[config.mk]
export PLATFORM = sky130hd
export DESIGN_NAME = mul_acc
export DESIGN_NICKNAME = d
export VERILOG_FILES = /design/src/rtl/mul_pkg.sv /design/src/rtl/valid_delay.sv /design/src/rtl/mul_acc.sv
export SDC_FILE = /design/constraint.sdc
export NUM_CORES = 1
export LEC_CHECK = 0
export BUFFER_PORTS_ARGS = -buffer_cell sky130_fd_sc_hd__buf_4
export CAP_MARGIN = 20
export CORE_ASPECT_RATIO = 1.2
export CORE_MARGIN = 4
export CORE_UTILIZATION = 27
export CTS_CLUSTER_DIAMETER = 30
export DETAILED_ROUTE_END_ITERATION = 6
export PLACE_DENSITY = 0.5
export SETUP_SLACK_MARGIN = 0.15
export SYNTH_ARGS = -nofsm -noshare
export SYNTH_HDL_FRONTEND = slang
export SYNTH_SLANG_ARGS = --single-unit
[constraint.sdc]
create_clock -name clk -period 2.82 [get_ports clk]
set_clock_uncertainty 0.15 [all_clocks]
set_input_delay 0.705 -clock clk [delete_from_list [all_inputs] [get_ports clk]]
set_output_delay 0.705 -clock clk [all_outputs]
set_load 0.01 [all_outputs]
[src/rtl/mul_pkg.sv]
// Shared definitions for the 4x4 pipelined multiplier and its accumulator.
//   AW      : operand width of mul
//   PW      : product width of mul
//   MUL_LAT : cycles from operands at mul inputs to the matching product
//   state_e : accumulator FSM states
//   min_sw  : smallest sum width that can hold len products of pw bits
package mul_pkg;

  localparam int unsigned AW      = 4;
  localparam int unsigned PW      = 8;
  localparam int unsigned MUL_LAT = 3;

  typedef enum logic [1:0] {
    IDLE = 2'd0,
    ACC  = 2'd1,
    DONE = 2'd2
  } state_e;

  function automatic int unsigned min_sw(input int unsigned pw, input int unsigned len);
    return pw + $clog2(len);
  endfunction

endpackage

[src/rtl/valid_delay.sv]
// 1-bit shift register used to align an operand-side valid with a pipelined result.
//   clk  : rising-edge clock
//   rst  : synchronous active-high reset, clears every stage
//   din  : valid in
//   dout : valid delayed by DEPTH cycles
module valid_delay #(
  parameter int unsigned DEPTH = 3
) (
  input  logic clk,
  input  logic rst,
  input  logic din,
  output logic dout
);

  logic [DEPTH-1:0] vd_q;

  always_ff @(posedge clk) begin
    if (rst) begin
      vd_q <= '0;
    end else begin
      vd_q[0] <= din;
      for (int i = 1; i < DEPTH; i++) begin
        vd_q[i] <= vd_q[i-1];
      end
    end
  end

  assign dout = vd_q[DEPTH-1];

endmodule

[src/rtl/mul_acc.sv]
// Accumulates LEN consecutive valid products from mul into one sum.
//   clk       : rising-edge clock
//   rst       : synchronous active-high reset
//   start     : begin or restart an accumulation run
//   op_valid  : high in the cycle operands are presented to mul
//   p         : product from mul
//   busy      : high while a run is in progress
//   sum       : result of the last completed run, held until the next one
//   sum_valid : one-cycle pulse when sum updates
//   err       : one-cycle pulse when a valid product arrives outside a run
module mul_acc
  import mul_pkg::*;
#(
  parameter int unsigned LEN     = 4,
  parameter int unsigned MUL_LAT = mul_pkg::MUL_LAT,
  parameter int unsigned PW      = mul_pkg::PW,
  parameter int unsigned SW      = 10
) (
  input  logic          clk,
  input  logic          rst,
  input  logic          start,
  input  logic          op_valid,
  input  logic [PW-1:0] p,
  output logic          busy,
  output logic [SW-1:0] sum,
  output logic          sum_valid,
  output logic          err
);

  localparam int unsigned CW = $clog2(LEN);

  state_e        state_q, state_d;
  logic [SW-1:0] acc_q, acc_d;
  logic [SW-1:0] sum_q, sum_d;
  logic [CW-1:0] cnt_q, cnt_d;
  logic          p_valid;
  logic [SW-1:0] p_ext;
  logic [SW-1:0] acc_sum;

  // mul has no valid of its own; shift op_valid alongside it.
  valid_delay #(
    .DEPTH(MUL_LAT)
  ) u_valid_delay (
    .clk (clk),
    .rst (rst),
    .din (op_valid),
    .dout(p_valid)
  );

  assign p_ext   = SW'(p);
  assign acc_sum = acc_q + p_ext;

  always_comb begin
    state_d = state_q;
    acc_d   = acc_q;
    cnt_d   = cnt_q;
    sum_d   = sum_q;
    err     = 1'b0;
    unique case (state_q)
      IDLE: begin
        if (start) begin
          state_d = ACC;
          acc_d   = '0;
          cnt_d   = '0;
        end else if (p_valid) begin
          err = 1'b1;
        end
      end
      ACC: begin
        // A product coinciding with a restart belongs to the abandoned run.
        if (start) begin
          acc_d = '0;
          cnt_d = '0;
        end else if (p_valid) begin
          if (cnt_q == CW'(LEN - 1)) begin
            sum_d   = acc_sum;
            state_d = DONE;
          end else begin
            acc_d = acc_sum;
            cnt_d = cnt_q + 1'b1;
          end
        end
      end
      DONE: begin
        err = p_valid;
        if (start) begin
          state_d = ACC;
          acc_d   = '0;
          cnt_d   = '0;
        end else begin
          state_d = IDLE;
        end
      end
      default: state_d = IDLE;
    endcase
  end

  always_ff @(posedge clk) begin
    if (rst) begin
      state_q <= IDLE;
      acc_q   <= '0;
      cnt_q   <= '0;
      sum_q   <= '0;
    end else begin
      state_q <= state_d;
      acc_q   <= acc_d;
      cnt_q   <= cnt_d;
      sum_q   <= sum_d;
    end
  end

  assign busy      = (state_q == ACC);
  assign sum_valid = (state_q == DONE);
  assign sum       = sum_q;

endmodule

# After elaboration in Yosys (flattened, before gate mapping)
# Cells that the tools add are included.
# W data, S select, Z words.
[totals]
regBits = 27
elab_cells = 43
[op_classes]
n_reduce_logical = 6
add_sub_neg = 2
n_eq_ne = 10
n_bitwise = 1
n_mux = 19
[op_table]
columns = ["operator", "count"]
rows = [
  ["$mux W10", 4],
  ["$pmux W10 S2", 1],
  ["$mux W2", 8],
  ["$reduce_and A4 Y1", 3],
  ["$add A10 B8 Y10", 1],
  ["$ne A2 B1 Y1 const B", 3],
  ["$pmux W2 S3", 1],
  ["$eq A2 B2 Y1 const B", 2],
  ["$ne A2 B2 Y1 const B", 2],
  ["$pmux W2 S2", 1],
  ["$mux W1", 3],
  ["$ne A3 B2 Y1 const B", 1],
  ["$ne A3 B3 Y1 const B", 1],
  ["$add A2 B1 Y2 const B", 1],
  ["$eq A2 B1 Y1 const B", 1],
  ["$logic_not A2 Y1", 1],
  ["$pmux W1 S2", 1],
  ["$reduce_bool A2 Y1", 1],
  ["$reduce_or A2 Y1", 1],
  ["$not A1 Y1", 1],
]

# Logic depth before layout (Yosys ltp)
[depth]
depth_word = 5
mapped_depth = 8

# By module
# From an unflattened synthesis, not the netlist that was laid out.
[hier_totals]
cells_unflattened = 179
hier_area_um2 = 1481.4
[modules_own_cells]
columns = ["mod", "area_each_um2", "cells_per_inst", "seq_area_each_um2", "n_inst"]
rows = [
  ["mul_acc", 1402.6, 173, 480.5, 1],
  ["valid_delay", 78.8, 6, 60.1, 1],
]

# Worst setup path after synthesis
# No wires, ideal clock.
[synth_path]
path_type = "input to register"
startpoint = "input port p[0]"
endpoint = "register sum_q[8], in the netlist sum[8]"
stages = 8
n_path_buf = 0
required_ps = 2600
arrival_time_ps = 2131
path_slack_ps = 469
setup_ps = 70
cell_sequence = "ha_1 > inv_1 > fa_1 > nand2b_1 > a211oi_1 > or3_1 > nand3_1 > a21oi_1"
[synth_between]
elab_chain_cells = 1
[synth_rtl]
columns = ["item", "line", "text"]
rows = [
  ["from (decl)", "mul_acc.sv:23", "input logic [PW-1:0] p,"],
  ["$add A10 B8 Y10", "mul_acc.sv:51", "assign acc_sum = acc_q + p_ext;"],
  ["to (signal assigned)", "mul_acc.sv:108", "sum_q <= sum_d;"],
  ["to (decl)", "mul_acc.sv:34", "logic [SW-1:0] sum_q, sum_d;"],
]
# No other way between the ends.
# A chain may end at the register's enable or synchronous reset.

# Final worst setup path
[layout_path]
startpoint = "input port p[4]"
endpoint = "register sum_q[7], in the netlist sum[7]"
# The elaborated chain is that of the path after synthesis.

==> flow_summary.toml <==
[setup_path]
path_delay_family = "compound AO/OA/AOI/OAI gates"
worstPathArrival_ps = 2400
cp_cell_sequence = "buf_4 -> ha_1 -> nand2_1 -> o31ai_1 -> a31oi_1 -> or4_1 -> nand3_1"
cp_max_fo = 5
max_stage_delay_ps = 430
r2r-start = "acc_q[0]"
rr_worst_depth = 8
cpMaxStageDelayCell = "o31ai_1"
r2r_slack_ps = 660
rr_endpoint = "acc_q[6]"
worst-path-buf-inv = 1
crit_path_start_kind = "primary input"
cp.required_ps = 2900
worstSetupPathType = "in -> reg"
crit_path_end_kind = "flop"

[layout]
postLayoutCellArea_sq_mm = 0.00173
drive_gt1_share_pct = 18.4
layout_common_cells = "buf_4, dfxtp_1, nor2_1"
final_common_cell = "buf_4"
fin_nets = 219
nFillCells = 548
antenna_cells = 0
syn2layout_area_growth_pct = 20.6

[floorplanning]
fp.dieH_microns = 87.9
fp-row-count = 28
design.die.area_sq_mm = 0.00656
start_util_pct = 28.5
die_w_microns = 74.6
core-area_sq_mm = 0.00504
io_pins = 25

[cts]
cts.repair.resized = 0
clock_sinks = 27
clockBufferDepth = 2
worstSkewPairLatency_ps = 280
clkSlewWorstSetupHoldPaths_ps = 100
tritoncts = "yes"
cts_setup_buffers = 0
clock-root-buffer = "clkbuf_8"
cts_htree_levels = 1
numCtsBuffers = 3
cts_hold_buf = 0

[global_routing]
grt-ovfl-total = 0
antenna_found_initial = 0
grt_util_met3_pct = 2.07
grtUsageMet1_pct = 15.0
grtUsageTotal_pct = 11.4
grt_max_degree = 36
grt_pass1_vias = 1273
grt_first_pass_wirelength_mm = 5.81
use_met2_pct = 18.2
busiest_layer = "met2"

[placed_design]
pre_cts_ws_ps = 206
gp_congestion = 0.724
place.detailed.hpwl_mm = 2.45
portBuffers = 24
post_dp_cell_area_sq_mm = 0.00169

[pwr]
leakage_nw = 0.711
power_mw = 0.689
power.density_mw_per_mm2 = 397
ir_drop_mv = 0.178

[routing]
route.vias.total = 1262
drt_wl_total_mm = 3.41
drt-wirelength-per-cell_microns = 13.3
antenna_left = 0
routed_via_density = 4.93
dr.pass1.iters = 4
drt_iter0_markers = 63
drc = 0

[timing]
worst_pin_slew_ps = 493
fmax_mhz = 432
hold_violations = 0
slew_headroom_pct = 66.9
setup_violations = 0
min_period_ps = 2320
fin_setup_tns_ps = 0
fin_ws_ps = 503
slew_violations = 0
fin_crit_sh_pct = 82.2
rsz0062_at_grt = "false"

[worst_hold_path]
min_path_cells = 1
hp-class = "reg -> reg"
min_from = "u_valid_delay.vd_q[0]"
min_to = "u_valid_delay.vd_q[1]"

[job]
drv_cap = 0

[synthesis]
avgSynthCellArea_sq_um = 8.36
yosys_warnings = 0
netlist_area_sq_mm = 0.00144
synth_nets = 194
ys_seq_area_share_pct = 37.6
syn_inst = 172
synth_cell_type_count = 36
ys_ff_latch = 27

[outcome]
status = "completed"
## routing by layer
layer / wire length, microns / part of all wire [%]
met1: 1640 / 48
met2: 1580 / 46
met3: 137 / 4.0
met4: 58 / 1.7
met5: 0 / 0
## worst reg2reg max path: cells and delay by family (launching register included)
family,cells,cell delay [ps]
adders and majority gates,2,570
and+or+nand+nor,4,480
buffers and inverters,1,60
DFF,1,350
AOI/OAI and AO/OA,1,450
## sequential cells by signal (all words and copies together), names as in the netlist
register            count
u_valid_delay.vd_q      3
cnt_q                   2
sum                    10
state_q                 2
acc_q                  10
## synthesized netlist by cell type, drive strengths merged
library cell,instances,area (sq um)
a211oi,4,30.0
a21o,3,22.5
a21oi,16,80.1
a22oi,3,22.5
a2bb2oi,1,8.76
a31o,1,8.76
a31oi,2,12.5
and2b,1,7.51
and3b,1,8.76
and4,1,8.76
buf,1,11.3
clkbuf,7,26.3
dfxtp,27,541
fa,1,20.0
ha,9,113
inv,6,22.5
nand2,16,60.1
nand2b,3,18.8
nand3,7,35.0
nand3b,5,37.5
nand4,1,6.26
nand4b,3,26.3
nor2,21,78.8
nor2b,5,31.3
nor3,6,35.0
nor3b,2,15.0
nor4b,1,15.0
o211ai,3,22.5
o21ai,3,15.0
o31ai,1,7.51
or3,3,18.8
or4,3,22.5
or4b,1,13.8
xor2,4,35.0
## where the power goes
| group | internal [mW] | switching, mW | leakage, nW | total, mW |
|---|---|---|---|---|
| clock network | 0.101 | 0.135 | 0.0217 | 0.235 |
| logic | 0.0284 | 0.0376 | 0.471 | 0.0659 |
| registers | 0.385 | 0.00290 | 0.218 | 0.388 |
| total | 0.514 | 0.175 | 0.711 | 0.689 |
## through the flow
stage	hold slack (ps)	std cells	utilization [%]
after global routing	331	256	34.4
after floorplan	264	172	-
after global placement	268	252	33.4
after detailed placement	278	252	33.4
final	299	256	34.4
after CTS	302	256	34.4
## area by class of cell
type | count | area (sq um) | share of cell area [%]
Sequential cell | 27 | 541 | 31.2
Clock buffer | 3 | 41.3 | 2.38
Tap cell | 60 | 75.1 | 4.33
Timing Repair Buffer | 28 | 210 | 12.1
Clock inverter | 1 | 7.51 | 0.433
Multi-Input combinational cell | 131 | 837 | 48.3
Inverter | 6 | 22.5 | 1.30
## cell families after synthesis
logic type / share of synthesized area (%)
flops: 37.6
compound gates: 16.0
simple gates: 30.5
buf+inv: 4.18
fa+ha+maj: 9.23
xor+xnor: 2.44
## worst max path at each step
stage | from | end | slack [ps] | depth (start not counted)
3_3_place_gp | p[4] | sum[7] | 240 | 7
5_1_grt | p[0] | sum[8] | 320 | 9
2_1_floorplan | p[0] | sum[8] | 470 | 8
4_1_cts | p[4] | sum[7] | 500 | 7
6_report | p[4] | sum[7] | 500 | 7
3_5_place_dp | p[4] | sum[7] | 210 | 7
(Power assumes the default switching activity.)
